`src/rtl/k3_pkg.sv`:
```
// k3_pkg: shared types and constants for the K3 (triangle) colouring blocks.
//   color_t     - one vertex colour, 2 bits
//   coloring_t  - packed triangle colouring {v0, v1, v2}, v0 in bits 5:4
//   k3_state_t  - enumerator FSM states
//   K3_LAST_IDX - last candidate word of the 6-bit search space
package k3_pkg;

  typedef logic [1:0] color_t;

  typedef struct packed {
    color_t v0;
    color_t v1;
    color_t v2;
  } coloring_t;

  typedef enum logic [1:0] {
    ST_IDLE = 2'd0,
    ST_SCAN = 2'd1,
    ST_HOLD = 2'd2,
    ST_DONE = 2'd3
  } k3_state_t;

  localparam logic [5:0] K3_LAST_IDX = 6'd63;

endpackage

```
`src/rtl/k3_color_check.sv`:
```
// k3_color_check: combinational proper-colouring predicate for a triangle.
//   NUM_COLORS - palette size (1..4); colour c is usable iff c < NUM_COLORS
//   coloring   - candidate colouring {v0, v1, v2}
//   proper     - 1 when all three colours are usable and pairwise distinct
module k3_color_check
  import k3_pkg::*;
#(
  parameter int NUM_COLORS = 4
) (
  input  coloring_t coloring,
  output logic      proper
);

  // Compare at 3 bits so a palette of 4 admits colour 3.
  localparam logic [2:0] NC = 3'(NUM_COLORS);

  logic in_range;
  logic distinct;

  assign in_range = ({1'b0, coloring.v0} < NC) &&
                    ({1'b0, coloring.v1} < NC) &&
                    ({1'b0, coloring.v2} < NC);

  assign distinct = (coloring.v0 != coloring.v1) &&
                    (coloring.v0 != coloring.v2) &&
                    (coloring.v1 != coloring.v2);

  assign proper = in_range && distinct;

endmodule

```
`src/rtl/k3_coloring_enumerator.sv`:
```
// k3_coloring_enumerator: on start, scans all 64 candidate words in ascending
// order and streams every proper K3 colouring over a valid/ready handshake,
// then pulses done for one cycle.
//   clk, rst   - clock (rising edge), asynchronous active-high reset
//   start      - begin a run (honoured only in IDLE)
//   busy       - high while scanning or holding an output
//   out_valid  - out_color holds a proper colouring
//   out_ready  - consumer accepts out_color
//   out_color  - {v0, v1, v2}, v0 in bits 5:4
//   count      - colourings accepted this run
//   done       - one-cycle end-of-run pulse
//
// state | meaning
// IDLE  | waiting for start; out_color/count hold last run's values
// SCAN  | test candidate idx, one per cycle
// HOLD  | present proper colouring until accepted
// DONE  | one-cycle done pulse, then back to IDLE
module k3_coloring_enumerator
  import k3_pkg::*;
#(
  parameter int NUM_COLORS = 4
) (
  input  logic       clk,
  input  logic       rst,
  input  logic       start,
  output logic       busy,
  output logic       out_valid,
  input  logic       out_ready,
  output logic [5:0] out_color,
  output logic [4:0] count,
  output logic       done
);

  k3_state_t  state_q, state_d;
  logic [5:0] idx_q, idx_d;
  logic [5:0] color_q, color_d;
  logic [4:0] count_q, count_d;
  logic       proper;

  k3_color_check #(
    .NUM_COLORS(NUM_COLORS)
  ) u_check (
    .coloring(coloring_t'(idx_q)),
    .proper  (proper)
  );

  always_ff @(posedge clk or posedge rst) begin
    if (rst) begin
      state_q <= ST_IDLE;
      idx_q   <= '0;
      color_q <= '0;
      count_q <= '0;
    end else begin
      state_q <= state_d;
      idx_q   <= idx_d;
      color_q <= color_d;
      count_q <= count_d;
    end
  end

  always_comb begin
    state_d   = state_q;
    idx_d     = idx_q;
    color_d   = color_q;
    count_d   = count_q;
    busy      = 1'b0;
    out_valid = 1'b0;
    done      = 1'b0;
    case (state_q)
      ST_IDLE: begin
        if (start) begin
          state_d = ST_SCAN;
          idx_d   = '0;
          count_d = '0;
        end
      end
      ST_SCAN: begin
        busy = 1'b1;
        if (proper) begin
          color_d = idx_q;
          state_d = ST_HOLD;
        end else if (idx_q == K3_LAST_IDX) begin
          state_d = ST_DONE;
        end else begin
          idx_d = idx_q + 6'd1;
        end
      end
      ST_HOLD: begin
        busy      = 1'b1;
        out_valid = 1'b1;
        if (out_ready) begin
          count_d = count_q + 5'd1;
          if (idx_q == K3_LAST_IDX) begin
            state_d = ST_DONE;
          end else begin
            idx_d   = idx_q + 6'd1;
            state_d = ST_SCAN;
          end
        end
      end
      ST_DONE: begin
        done    = 1'b1;
        state_d = ST_IDLE;
      end
      default: state_d = ST_IDLE;
    endcase
  end

  assign out_color = color_q;
  assign count     = count_q;

endmodule

```
`config.mk`:
```
export PLATFORM = sky130hd
export DESIGN_NAME = k3_coloring_enumerator
export DESIGN_NICKNAME = d
export VERILOG_FILES = /design/src/rtl/k3_pkg.sv /design/src/rtl/k3_color_check.sv /design/src/rtl/k3_coloring_enumerator.sv
export SDC_FILE = /design/constraint.sdc
export NUM_CORES = 1
export LEC_CHECK = 0
export CORE_MARGIN = 5
export CORE_UTILIZATION = 50
export DETAILED_ROUTE_END_ITERATION = 12
export PLACE_DENSITY_LB_ADDON = 0.08
export SETUP_SLACK_MARGIN = 0.05
export SYNTH_ARGS = -nofsm -noshare
export SYNTH_HDL_FRONTEND = slang
export SYNTH_HIERARCHICAL = 1
export SYNTH_SLANG_ARGS = --single-unit
```
`constraint.sdc`:
```
create_clock -name clk -period 4.14 [get_ports clk]
set_input_delay 0.621 -clock clk [delete_from_list [all_inputs] [get_ports clk]]
set_output_delay 0.621 -clock clk [all_outputs]
set_load 0.02 [all_outputs]
```
==> metrics.csv, run 1 <==
metric;value;unit
outcome;finished clean;
grt_usage;14.1;%
final_net_count;138;
grt_max_degree;20;
dieArea;3380;sq um
fin_util;62.2;%
timing.critical_path.slowest_cell_delay;690;ps
syn_inst;107;
critPathCaptureType;output pin;
synth_cell_types;37;
worst-endpoint-required;3520;ps
finalCritPeriodShare;66.1;%
r2r_cells;7;
crit_fanout;11;
gr-total-overflow;0;
min_period;2740;ps
avgSynthCellArea;10.8;sq um
start_util;52.4;%
cts_made_buffers;3;
grt_pass1_vias;793;
p_leak;0.611;nW
crit_buf_inv;2;
worstSetupPathType;register to output pin;
max_cap_violations;0;
diodes;0;
routed_via_density;5.60;
ir_worst_vdd;327;uV
clock_path_buffers;2;
num_rows;17;
cp_slowest_cell;clkdlybuf4s50_1;
cts_tree;built;
wl_per_cell;14.0;microns
total_power;0.000918;W
final_common_cell;dfrtp_1;
root_buffer;clkbuf_4;
holdPathStages;1;
fp.coreArea;2210;sq um
slew_violations;0;
globalplace.congestion;0.896;
grt_antenna_before_repair;0;
ctsHoldBuffers;0;
syn_area;1160;sq um
synth-seq-cells;19;
placed_cell_area;1350;sq um
crit_arrival;2110;ps
path_depth;3;
clk-insertion-delay-late;300;ps
hold_viol;0;
path_clk_slew;100;ps
drt-total-wl;2.16;mm
die_w;58.2;microns
final_area;1380;sq um
cts-htree-levels;1;
crit_chain;inv_1 > ha_1 > clkdlybuf4s50_1;
post_cts_resized;0;
power_density;668;nW/um^2
worst_slack;1400;ps
port_buffers;17;
cp_top_family;buffers and inverters;
drc;0;
die_h;58.2;microns
post-dp-hpwl;1.67;mm
synth_warnings;6;
slew_headroom;51.5;%
start_kind;register;
grt_pass1_wl;3.68;mm
min_path_type;register to register;
syn_to_final_growth;18.6;%
max_freq;0.366;GHz
setup_viol;0;
drive_above_1_share;17.5;%
drt_iter0_drc;15;
place_ws;1740;ps
ant_nets;0;
ios;18;
skew;0.818;ps
first_pass_iters;4;
post-cts-setup-buffers;0;
syn-num-nets;118;
tightestPinTransition;727;ps
seq_area_frac_synth;41.0;%
mostFrequentLayoutCells;19 x dfrtp_1, 17 x clkdlybuf4s50_1, 10 x o21ai_1;
rsz0062_at_grt;false;
dr_total_vias;862;
tns;0;ps
cts_sinks;19;
-- flip-flops by register name, summed over array words and instances (netlist names) --
signal and count:
count 5, idx_q 6, out_color 6, state_q 2
-- stage by stage --
step                std cells  hold slack [ps]
finish                    154              488
global route              154              523
CTS                       154              495
detailed placement        150              481
global placement          150              469
floorplan                 107              525
-- cell type report --
type                       count  area [sq um]
multi-input combinational     83           657
tap                           28          35.0
timing repair buffer          17           170
sequential                    19           475
inverter                       3          11.3
clock buffer                   4          26.3
fill                         191           837
-- worst reg2reg max path, stage by stage, from the launching register on --
cell and delay (ps):
dfrtp_1 520, xor2_1 220, o22ai_1 170, a21oi_2 60
nand2_2 200, o2111ai_4 210, nand2b_4 200, o311ai_2 270
-- per-layer routing --
layer,GRT usage (%),wire (microns)
met1,17.6,958
met2,23.7,1080
met3,2.67,100
met4,5.96,25
met5,0,0
-- cell usage after synthesis --
cell type | number | area share [%]
o21ai_0 | 2 | 0.86
inv_1 | 3 | 0.97
and3_4 | 1 | 0.97
o21a_1 | 2 | 1.3
nor2b_1 | 2 | 1.1
a22o_1 | 1 | 0.76
o21ai_1 | 10 | 4.3
o41ai_1 | 2 | 1.5
o2111ai_4 | 1 | 2.3
o311ai_2 | 1 | 1.4
nand3_2 | 1 | 0.86
o211ai_2 | 1 | 1.1
or2_1 | 1 | 0.54
a31oi_1 | 1 | 0.54
nor2_1 | 1 | 0.32
buf_2 | 1 | 0.43
and2_4 | 1 | 0.76
dfrtp_1 | 19 | 41
buf_6 | 1 | 0.97
nand2_1 | 8 | 2.6
xor2_1 | 4 | 3.0
a21oi_1 | 1 | 0.43
o31ai_1 | 6 | 3.9
o22ai_1 | 1 | 0.54
and2_1 | 2 | 1.1
nand2_2 | 1 | 0.54
nand2b_4 | 2 | 2.4
nand4_2 | 1 | 1.1
xnor2_1 | 2 | 1.5
and3_1 | 1 | 0.54
nand3_1 | 7 | 3.0
nand2b_2 | 1 | 0.76
nand2b_1 | 3 | 1.6
and4_4 | 1 | 0.97
mux2_2 | 6 | 5.8
ha_1 | 7 | 7.6
a21oi_2 | 1 | 0.76
-- final timing paths --
path                             from  endpoint  slack [ps]
min in group asynchronous         rst  count[3]         730
setup reg to reg             idx_q[5]  idx_q[4]        2200
setup / recovery           state_q[0]      busy        1400
hold / removal               count[4]  count[4]         490
hold reg to reg              count[4]  count[4]         490
max in group asynchronous         rst  count[0]        2950
-- where the power goes --
| part | leakage, nW | switching, W | internal [W] |
|---|---|---|---|
| registers | 0.256 | 0.0000590 | 0.000233 |
| clock network | 0.0150 | 0.0000559 | 0.0000376 |
| logic | 0.340 | 0.000293 | 0.000240 |
-- cell families after synthesis --
| logic type | count (synthesis) | share of synthesized area [%] |
|---|---|---|
| compound gates | 30 | 19.6 |
| xor+xnor | 6 | 4.53 |
| fa+ha+maj | 7 | 7.55 |
| buf+inv | 5 | 2.37 |
| flops | 19 | 41.0 |
| mux | 6 | 5.82 |
| simple gates | 34 | 19.1 |
Note: power is estimated with default switching activity, not from simulation.
==> run 2: changes to the inputs <==
==> constraint.sdc (replaced) <==
create_clock -name clk -period 2.6 [get_ports clk]
set_input_delay 0.39 -clock clk [delete_from_list [all_inputs] [get_ports clk]]
set_output_delay 0.39 -clock clk [all_outputs]
set_load 0.02 [all_outputs]
==> run 2 against run 1 <==
Sequential share of layout area fell by 0.063 points. Power increased by 61%. Sequential power up 60%. Non-clock buffer count is the same. Wire length increased by 3.9%. Utilization rose by 0.11 points. Sequential cell count unchanged. Largest cell class unchanged.
==> metrics.csv, run 2 (synthesis results as in run 1) <==
metric;value;unit;change
clk-insertion-delay-late;290;ps;about the same
critPathCaptureType;output pin;;
setup_viol;0;;unchanged
dieArea;3380;sq um;unchanged
crit_path_start;state_q[1];;
first_pass_iters;4;;unchanged
die_w;58.2;microns;unchanged
total_power;0.00148;W;+61%
r2r-start;idx_q[5];;
tns;0;ps;unchanged
gr-total-overflow;0;;unchanged
ctsHoldBuffers;0;;unchanged
crit_fanout;11;;unchanged
outcome;finished clean;;
die_h;58.2;microns;unchanged
max_cap_violations;0;;unchanged
grt_pass1_wl;3.90;mm;+6.0%
drc;0;;unchanged
skew;10.4;ps;+9.57 ps
num_rows;17;;unchanged
cts_sinks;19;;unchanged
ir_worst_vdd;580;uV;+77%
slew_headroom;51.4;%;-0.077 points
cts_tree;built;;
root_buffer;clkbuf_4;;
hold_start;count[4];;
post-cts-setup-buffers;0;;unchanged
min_period;2410;ps;
grt_pass1_vias;874;;+10%
final_common_cell;dfrtp_1;;
holdWs;489;ps;+0.229 ps
finalCritPeriodShare;92.7;%;
syn_to_final_growth;18.8;%;
ant_nets;0;;unchanged
grt_usage;14.6;%;+0.48 points
p_leak;0.610;nW;-0.23%
tightestPinTransition;728;ps;+1.16 ps
diodes;0;;unchanged
wl_per_cell;14.6;microns;+3.9%
crit_arrival;2020;ps;-90 ps
start_kind;register;;
min_path_type;register to register;;
drt_iter0_drc;12;;-3
post_cts_resized;0;;unchanged
final_net_count;138;;unchanged
grt_antenna_before_repair;0;;unchanged
dr_total_vias;860;;-0.23%
port_buffers;17;;unchanged
rsz0062_at_grt;false;;
routed_via_density;5.58;;-0.23%
grt_max_degree;20;;unchanged
max_freq;0.415;GHz;
worstSetupPathType;register to output pin;;
path_clk_slew;110;ps;about the same
drive_above_1_share;18.3;%;+0.79 points
start_util;52.4;%;unchanged
mostFrequentLayoutCells;19 x dfrtp_1, 17 x clkdlybuf4s50_1, 10 x o21ai_1;;
reg2reg_slack;660;ps;-1540 ps
fp.coreArea;2210;sq um;unchanged
cts_made_buffers;3;;unchanged
ios;18;;unchanged
clock_path_buffers;2;;unchanged
drt-total-wl;2.25;mm;+3.9%
cts-htree-levels;1;;unchanged
power_density;1070;nW/um^2;+61%
worst-endpoint-required;2210;ps;-1310 ps
globalplace.congestion;0.890;;-0.67%
hold_viol;0;;unchanged
post-dp-hpwl;1.68;mm;+0.43%
slew_violations;0;;unchanged
[run 2: cell counts in the layout (fill, tap and decap cells not counted)]
Identical to the previous run, type by type.
[run 2: worst max-delay path: stages (launching register included)]
cell             delay (ps)
dfrtp_1                 460
inv_1                   120
ha_2                    500
clkdlybuf4s50_1         660
[run 2: final timing paths]
path | to | depth (start not counted)
setup / recovery | busy | 3
hold / removal | count[4] | 1
setup reg to reg | idx_q[4] | 7
hold reg to reg | count[4] | 1
max in group asynchronous | idx_q[0] | 2
min in group asynchronous | state_q[0] | 2
[run 2: routing by layer]
metal  track usage (%)  up-vias  part of all wire, %
met5                 0        -                    0
met4              3.31        0                    0
met3              2.67        0                  4.2
met2              25.0       11                   50
met1              19.1      421                   46
li1                  -      428                    -
[run 2: area by class of cell]
type	instances	area (sq um)
clock buffers	4	26.3
repair buffers	17	170
flip-flops and latches	19	475
well taps	28	35.0
inverters	3	11.3
multi-input cells	83	659
fillers	186	835
[run 2: per-stage QoR]
stage / setup slack, ps / util [%] / std cells / instance area, sq um
6_report: 189 / 62.3 / 154 / 1380
3_3_place_gp: 487 / 61.0 / 150 / 1350
5_1_grt: 92.5 / 62.3 / 154 / 1380
2_1_floorplan: 804 / - / 107 / 1160
3_5_place_dp: 436 / 61.0 / 150 / 1350
4_1_cts: 78.5 / 62.2 / 154 / 1380
[run 2: power by group]
part	internal [W]	switching, W
registers	0.000372	0.0000974
clock network	0.0000595	0.0000870
logic	0.000390	0.000474
==> run 3: changes to the inputs <==
--- a/config.mk
+++ b/config.mk
@@ -5,6 +5,7 @@
 export SDC_FILE = /design/constraint.sdc
 export NUM_CORES = 1
 export LEC_CHECK = 0
+export CORE_ASPECT_RATIO = 0.6
 export CORE_MARGIN = 5
 export CORE_UTILIZATION = 50
 export DETAILED_ROUTE_END_ITERATION = 12
==> run 3 against run 2 <==
Utilization is 1.4 points higher. Global-route usage increased by 2.0 points. Critical path depth did not move. Cell area up 1.5%. Clock power is 40% higher. Sequential power is 1% higher. Sequential share of layout area fell by 0.52 points. Register-to-register slack worse by 40 ps. Worst setup slack improved by 2.8 ps. Wire length increased by 10%. Non-clock buffer count stayed put. Sequential cell count stayed put. Largest cell class unchanged.
==> metrics.csv, run 3 (synthesis results as in run 1) <==
metric;value;unit;change
outcome;finished clean;;
rsz0062_at_grt;false;;
m1WireLength;1.21;mm;+17%
worstSetupPathType;register to output pin;;
tns;0;ps;unchanged
drt_iter0_drc;60;;+48
ctsHoldBuffers;0;;unchanged
place_ws;415;ps;-21.7 ps
cts_sinks;19;;unchanged
grt_antenna_before_repair;0;;unchanged
final_common_cell;dfrtp_1;;
crit_arrival;2020;ps;about the same
wl_met2;1.17;mm;+4.5%
timing.critical_path.slowest_cell_delay;690;ps;+30 ps
skew;8.28;ps;-2.11 ps
routed_via_density;5.60;;+0.32%
clock_path_buffers;2;;unchanged
min_path_type;register to register;;
ir_worst_vdd;451;uV;-22%
min_period;2410;ps;-2.77 ps
crit_chain;inv_1 > ha_1 > clkdlybuf4s50_1;;
slew_headroom;51.5;%;+0.10 points
dr_total_vias;874;;+1.6%
wl_per_cell;15.9;microns;+8.9%
n_fill_cell;203;;+9.1%
hold_viol;0;;unchanged
die_w;72.2;microns;+24%
tightestPinTransition;727;ps;-1.50 ps
fin_util;63.7;%;+1.4 points
highest_layer;met4;;
post-dp-hpwl;1.83;mm;+9.2%
start_util;52.8;%;+0.39 points
syn_to_final_growth;20.6;%;
globalplace.congestion;0.806;;-9.5%
max_cap_violations;0;;unchanged
gr-total-overflow;0;;unchanged
p_leak;0.617;nW;+1.3%
finalCritPeriodShare;92.6;%;-0.11 points
cts_tree;built;;
worst-endpoint-required;2210;ps;about the same
drt-total-wl;2.48;mm;+10%
fp.coreArea;2200;sq um;-0.74%
ios;18;;unchanged
cts-htree-levels;1;;unchanged
mostFrequentLayoutCells;19 x dfrtp_1, 17 x clkdlybuf4s50_1, 10 x o21ai_1;;
first_pass_iters;5;;+1
slew_violations;0;;unchanged
diodes;0;;unchanged
ant_nets;0;;unchanged
die_h;47.3;microns;-19%
max_freq;0.415;GHz;+0.12%
clk-insertion-delay-late;260;ps;-30 ps
cp_slowest_cell;clkdlybuf4s50_1;;
wl_met3;92;microns;-2.1%
grt_pass1_wl;4.24;mm;+8.9%
dieArea;3410;sq um;+0.93%
cp_top_family;buffers and inverters;;
path_clk_slew;70;ps;-40 ps
drc;0;;unchanged
grt_max_degree;20;;unchanged
num_rows;13;;-4
critPathCaptureType;output pin;;
root_buffer;clkbuf_8;;
power_density;1110;nW/um^2;+3.2%
port_buffers;17;;unchanged
crit_fanout;10;;-1
worst_slack;192;ps;+2.77 ps
grt_usage;16.6;%;+2.0 points
post-cts-setup-buffers;0;;unchanged
grt_pass1_vias;927;;+6.1%
setup_viol;0;;unchanged
cts_made_buffers;3;;unchanged
start_kind;register;;
crit_buf_inv;2;;unchanged
drive_above_1_share;18.3;%;unchanged
final_net_count;138;;unchanged
## run 3: timing repair
| item | 4_1_cts | 5_1_grt |
|---|---|---|
| endpoints found under the setup margin | 0 | 1 |
| resized for setup | 0 | 1 |
| hold endpoints to repair | 0 | 0 |
## run 3: cell type report
type | count | area (sq um) | share of cell area (%)
Multi-Input combinational cell | 83 | 659 | 47.1
Clock buffer | 4 | 45.0 | 3.22
Sequential cell | 19 | 475 | 34.0
Inverter | 3 | 11.3 | 0.805
Timing Repair Buffer | 17 | 170 | 12.2
Tap cell | 30 | 37.5 | 2.68
## run 3: where the power goes
part | leakage (nW) | switching (W) | internal, W
Combinational | 0.339 | 0.000481 | 0.000390
Sequential | 0.256 | 0.000102 | 0.000372
Clock | 0.0228 | 0.0000966 | 0.000109
## run 3: worst register-to-register path, cell delays in order, from the launching register on
cell       delay [ps]
dfrtp_1           500
xor2_1            190
o22ai_1           210
a21oi_2            60
nand2_2           220
o2111ai_4         220
nand2b_4          200
o311ai_2          290
## run 3: per-layer routing
metal  GRT usage, %  vias up
met2           29.1       17
met3           4.06        2
met4           4.12        0
met1           21.2      428
li1               -      427
met5              0        -
## run 3: through the flow
step                      power [W]  cell area, sq um  instances  hold WS (ps)
after floorplan             0.00110              1160        107           341
after global placement      0.00130              1350        152           471
after global routing        0.00167              1400        156           513
after CTS                   0.00156              1400        156           496
final                       0.00155              1400        156           484
after detailed placement    0.00134              1350        152           477
## run 3: worst paths after layout
| path | start | slack [ps] | cells after the start | endpoint |
|---|---|---|---|---|
| max in group asynchronous | rst | 1590 | 2 | idx_q[0] |
| min in group asynchronous | rst | 550 | 2 | idx_q[3] |
| max reg2reg | idx_q[3] | 620 | 7 | idx_q[4] |
| min | count[4] | 480 | 1 | count[4] |
| max | state_q[0] | 190 | 3 | out_valid |
| min reg2reg | count[4] | 480 | 1 | count[4] |
